<file path="src/rtl/square_osc.sv">
// ---------------------------------------------------------------------------
// square_osc
// Purpose : turns a registered half-period count into a 50%-duty square wave.
//           The output toggles every activePeriod clock cycles. A new period
//           is taken only at a half-period boundary, so no glitch or runt
//           pulse can appear. Releasing the gate lets the current cycle end
//           cleanly on a falling edge. A note-on pulse restarts the phase.
// Ports   :
//   clk_i           system clock
//   rst_i           synchronous, active-high reset
//   en_i            gate, 1 = note held
//   noteOn_i        single-cycle pulse on a new note, restarts phase
//   halfCntPeriod_i half-period in clk cycles, 0 = silent
//   wave_o          square wave (registered)
//   edge_o          one-cycle pulse coincident with every wave_o toggle
//   active_o        1 while the oscillator is not idle
// ---------------------------------------------------------------------------
module square_osc #(
   parameter int BW = 16
) (
   input  logic          clk_i,
   input  logic          rst_i,
   input  logic          en_i,
   input  logic          noteOn_i,
   input  logic [BW-1:0] halfCntPeriod_i,
   output logic          wave_o,
   output logic          edge_o,
   output logic          active_o
);

   localparam logic [1:0] ST_IDLE = 2'd0;
   localparam logic [1:0] ST_RUN  = 2'd1;
   localparam logic [1:0] ST_STOP = 2'd2;

   logic [1:0]    state_q, state_d;
   logic [BW-1:0] cnt_q, cnt_d;
   logic [BW-1:0] period_q, period_d;
   logic          wave_q, wave_d;
   logic          edge_q, edge_d;
   logic          active_q, active_d;

   logic          period_ok_s;
   logic          boundary_s;
   logic          run_like_s;

   // A zero period means "silent"; outside IDLE period_q is never zero, so the
   // boundary compare cannot underflow into a wrapping counter.
   assign period_ok_s = (halfCntPeriod_i != {BW{1'b0}});
   assign boundary_s  = (cnt_q == (period_q - {{(BW-1){1'b0}}, 1'b1}));
   // STOP behaves exactly like RUN once the gate is held again with a valid
   // period, so the phase carries on without a discontinuity.
   assign run_like_s  = (state_q == ST_RUN) || (en_i && period_ok_s);

   // Next-state logic: note-on restarts, otherwise per-state boundary handling.
   always_comb begin
      state_d  = state_q;
      cnt_d    = cnt_q;
      period_d = period_q;
      wave_d   = wave_q;
      edge_d   = 1'b0;

      if (noteOn_i) begin
         cnt_d    = {BW{1'b0}};
         wave_d   = 1'b0;
         period_d = halfCntPeriod_i;
         if (en_i && period_ok_s) begin
            state_d = ST_RUN;
         end else begin
            state_d = ST_IDLE;
         end
      end else begin
         case (state_q)
            ST_IDLE: begin
               wave_d = 1'b0;
               cnt_d  = {BW{1'b0}};
               if (en_i && period_ok_s) begin
                  state_d  = ST_RUN;
                  period_d = halfCntPeriod_i;
               end else begin
                  state_d  = ST_IDLE;
               end
            end
            ST_RUN, ST_STOP: begin
               if (run_like_s) begin
                  if (boundary_s) begin
                     cnt_d  = {BW{1'b0}};
                     wave_d = ~wave_q;
                     edge_d = 1'b1;
                     // A silent period at the boundary keeps the old period
                     // so the wave can still finish its cycle in STOP.
                     if (period_ok_s) begin
                        period_d = halfCntPeriod_i;
                     end else begin
                        period_d = period_q;
                     end
                     if (en_i && period_ok_s) begin
                        state_d = ST_RUN;
                     end else begin
                        state_d = ST_STOP;
                     end
                  end else begin
                     cnt_d = cnt_q + {{(BW-1){1'b0}}, 1'b1};
                     if (en_i) begin
                        state_d = ST_RUN;
                     end else begin
                        state_d = ST_STOP;
                     end
                  end
               end else begin
                  // Stopping: the next boundary ends the note. A 1->0 toggle
                  // still happens; a 0->1 toggle is suppressed.
                  if (boundary_s) begin
                     cnt_d   = {BW{1'b0}};
                     state_d = ST_IDLE;
                     if (wave_q) begin
                        wave_d = 1'b0;
                        edge_d = 1'b1;
                     end else begin
                        wave_d = 1'b0;
                        edge_d = 1'b0;
                     end
                  end else begin
                     cnt_d   = cnt_q + {{(BW-1){1'b0}}, 1'b1};
                     state_d = ST_STOP;
                  end
               end
            end
            default: begin
               state_d  = ST_IDLE;
               cnt_d    = {BW{1'b0}};
               wave_d   = 1'b0;
               period_d = {BW{1'b0}};
            end
         endcase
      end

      active_d = (state_d != ST_IDLE);
   end

   // State and output registers with synchronous reset.
   always_ff @(posedge clk_i) begin
      if (rst_i) begin
         state_q  <= ST_IDLE;
         cnt_q    <= {BW{1'b0}};
         period_q <= {BW{1'b0}};
         wave_q   <= 1'b0;
         edge_q   <= 1'b0;
         active_q <= 1'b0;
      end else begin
         state_q  <= state_d;
         cnt_q    <= cnt_d;
         period_q <= period_d;
         wave_q   <= wave_d;
         edge_q   <= edge_d;
         active_q <= active_d;
      end
   end

   assign wave_o   = wave_q;
   assign edge_o   = edge_q;
   assign active_o = active_q;

endmodule

</file>
<file path="config.mk">
export PLATFORM = sky130hd
export DESIGN_NAME = square_osc
export DESIGN_NICKNAME = d
export VERILOG_FILES = /design/src/rtl/square_osc.sv
export SDC_FILE = /design/constraint.sdc
export NUM_CORES = 1
export LEC_CHECK = 0
export BUFFER_PORTS_ARGS = -buffer_cell sky130_fd_sc_hd__buf_2
export CAP_MARGIN = 10
export CORE_ASPECT_RATIO = 1.4
export CORE_UTILIZATION = 50
export CTS_BUF_LIST = sky130_fd_sc_hd__clkbuf_8
export CTS_CLUSTER_DIAMETER = 80
export DETAILED_ROUTE_END_ITERATION = 8
export HOLD_SLACK_MARGIN = 0.03
export PLACE_DENSITY = 0.77
export SLEW_MARGIN = 20
export SYNTH_ARGS = -nofsm -noshare
export SYNTH_HDL_FRONTEND = slang
export SYNTH_SLANG_ARGS = --single-unit
</file>
<file path="constraint.sdc">
create_clock -name clk_i -period 7.85 [get_ports clk_i]
set_input_delay 1.1775 -clock clk_i [delete_from_list [all_inputs] [get_ports clk_i]]
set_output_delay 1.1775 -clock clk_i [all_outputs]
set_load 0.02 [all_outputs]
</file>
==> flow_summary_export.csv <==
group,metric,value,unit
finish,layout-drive-gt1-share,14.2,%
flow_run,max_cap_violations,0,
synthesis,synth_top_cell_area_share,30.1,%
clock_network,clk_path_buf_depth,2,
timing,drv_slew,0,
setup_path,cp.required,8.08,ns
timing,fin_skew,0.00950,ns
power,p_leak,0.922,nW
clock_network,ctsHoldBuffers,0,
timing,max_freq,279,MHz
clock_network,cts_tree,"yes",
global_route,grt_pass1_wl,9360,µm
synthesis,synthTopCellsByArea,"dfxtp_1 (30%), xnor2_1 (8.2%), mux2i_1 (6.9%)",
floorplanning,dieArea,0.00521,mm²
floorplanning,die_h,85.0,µm
power,internal-power,335,µW
detailed_routing,totalWireLength,5520,µm
global_route,grt_pass1_vias,2037,
hold_path,hold_class,"reg2reg",
synthesis,synthesis.nets,320,
detailed_routing,final_antenna_net_count,0,
synthesis,syn_avg_cell_area,8.34,µm²
finish,final_nets,333,
setup_path,start_kind,"input pin",
synthesis,ys_seq_elements,37,
detailed_routing,first_pass_iters,5,
clock_network,clockRootBuffer,"clkbuf_8",
global_route,antenna_found_initial,0,
timing,post-route-period-util,45.6,%
global_route,grt_usage,23.6,%
synthesis,postSynthCellCount,295,
clock_network,insertion_delay,0.30,ns
detailed_routing,drt_iter0_drc,94,
clock_network,cts_setup_buffers,0,
power,p_sw_share,28.3,%
synthesis,synth-edff-count,0,
detailed_routing,wl_per_cell,14.9,µm
finish,synthToLayoutAreaGrowth,9.41,%
power,powerDensity,174,mW/mm²
clock_network,htree_levels,2,
synthesis,synthFlopType,"dfxtp_1",
clock_network,path_clk_slew,0.08,ns
finish,fillers,453,
outcome,status,"complete, no violations",
power,power,468,µW
detailed_routing,vias,2180,
finish,antenna_cells,0,
synthesis,ys_seq_area_share,30.1,%
power,p_seq_share,44.6,%
setup_path,critical_path_class,"in2reg",
placed_design,gp_congestion,0.812,
synthesis,async_flop_share,0,%
floorplanning,floorplan.core_area,0.00464,mm²
setup_path,cp_max_fo,34,
floorplanning,die_w,61.3,µm
power,p_comb_share,18.4,%
timing,hold_viol_final,0,
floorplanning,row_count,29,
floorplanning,ioPinCount,23,
clock_network,cts_resized,0,
detailed_routing,drc,0,
timing,setup_viol,0,
synthesis,synth_area,0.00246,mm²
placed_design,io_buffers,22,
timing,rsz0062_at_grt,"no",
clock_network,cts_made_buffers,5,
timing,post-route-min-period,3.58,ns
power,clkPwrFrac,37.1,%
global_route,grt_max_degree,35,
synthesis,synth_top_area_cell,"dfxtp_1",
synthesis,ys_types,43,
timing,relSlewSlack,45.4,%
timing,setup_tns,0,ns
clock_network,cts.sinks,37,
global_route,overflow,0,
power,power_switching,132,µW
timing,worst_slew_pin_slew,0.811,ns
placed_design,dp_hpwl,3900,µm
floorplanning,start_util,53.0,%
detailed_routing,via_per_inst,5.88,
synthesis,ys_warn_count,0,
setup_path,setup.worst_path.end_class,"register",
setup_path,cp.arrival,3.81,ns
power,ir_drop,0.0918,mV
-- layout make-up --
cell class	count	area (µm²)	area share (%)
multi-input combinational	230	1600	59.4
sequential	37	741	27.5
clock inverter	2	33.8	1.26
clock buffer	6	82.6	3.07
timing repair buffer	23	118	4.37
tap	62	77.6	2.88
inverter	11	41.3	1.53
-- worst max-delay path: stages --
cell and delay [ns]:
buf_2 0.11, nor4_1 0.39, nand4_1 0.31, nand2_1 0.20
nand3_2 0.50, o21ai_2 0.79, a22oi_1 0.16, mux2i_1 0.16
-- metal layers --
| metal | global-route usage (%) | wire, µm | vias to the layer above |
|---|---|---|---|
| met2 | 39.0 | 2810 | 30 |
| met4 | 9.71 | 136 | 0 |
| met1 | 29.6 | 2450 | 1044 |
| met3 | 3.66 | 128 | 10 |
| li1 | - | - | 1096 |
| met5 | 0 | 0 | - |
-- power groups by stage --
stage | sequential (mW) | combinational (mW) | clock (mW)
after floorplan | 0.207 | 0.0668 | 0
after global placement | 0.212 | 0.0822 | 0
final | 0.208 | 0.0860 | 0.173
after global routing | 0.209 | 0.0955 | 0.182
after CTS | 0.208 | 0.0850 | 0.176
after detailed placement | 0.212 | 0.0843 | 0
-- per-stage QoR --
| step | hold WS, ns | cells | utilization [%] | setup WS [ns] | area (µm²) |
|---|---|---|---|---|---|
| after floorplan | 0.453 | 295 | - | 4.99 | 2460 |
| after global placement | 0.473 | 363 | 55.2 | 3.26 | 2560 |
| after detailed placement | 0.484 | 363 | 55.2 | 3.25 | 2560 |
| after CTS | 0.495 | 371 | 57.7 | 3.54 | 2680 |
| after global routing | 0.518 | 371 | 57.9 | 3.91 | 2690 |
| final | 0.491 | 371 | 57.9 | 4.27 | 2690 |
-- cell usage after synthesis, types with 3 or more instances --
cell type and number:
a21oi_1 5, a22oi_1 17, a31oi_1 16, and3_1 4, buf_6 3, clkbuf_1 11
dfxtp_1 37, ha_1 5, inv_1 11, mux2i_1 17, nand2_1 10, nand3_1 19
nand4_1 6, nor2_1 32, nor3_1 10, nor3b_1 12, nor4_1 5, o21ai_0 8
xnor2_1 23, xor2_1 14
-- path summary, 6_finish.rpt --
| check | cells after the start | end | start | slack [ns] |
|---|---|---|---|---|
| setup reg to reg | 10 | cnt_q[12]$_SDFF_PP0_ | period_q[0]$_SDFFE_PP0P_ | 4.58 |
| setup / recovery | 8 | period_q[2]$_SDFFE_PP0P_ | halfCntPeriod_i[11] | 4.27 |
| hold / removal | 2 | edge_o$_SDFF_PP0_ | wave_o$_SDFFE_PP0N_ | 0.49 |
| hold reg to reg | 2 | edge_o$_SDFF_PP0_ | wave_o$_SDFFE_PP0N_ | 0.49 |
-- state kept, by name, summed over array words and instances, names as in the netlist --
signal and flops:
cnt_q 16, wave_o 1, active_o 1, period_q 16, edge_o 1, state_q 2
-- kinds of logic after synthesis --
kind of cell	count (synthesis)	share of synthesized area, %
multiplexers	17	6.92
adder cells (fa/ha/maj)	5	2.54
flip-flops	37	30.1
AND/OR/NAND/NOR	115	26.7
AO/OA/AOI/OAI	56	15.1
XOR/XNOR	37	13.2
buffers and inverters	28	5.44
-- cells in the final DEF (no fill, tap or decap), drive strengths merged, types with 2 or more instances in the layout --
master / count
a21oi: 6
a22oi: 17
a31oi: 16
and3: 5
and4: 2
buf: 23
clkbuf: 6
dfxtp: 37
ha: 5
inv: 12
mux2i: 17
nand2: 10
nand2b: 2
nand3: 19
nand3b: 2
nand4: 6
nor2: 33
nor3: 11
nor3b: 13
nor4: 7
o21ai: 9
or3: 3
or4: 2
xnor2: 23
xor2: 14
No activity file was read; power rests on OpenSTA's default activity.
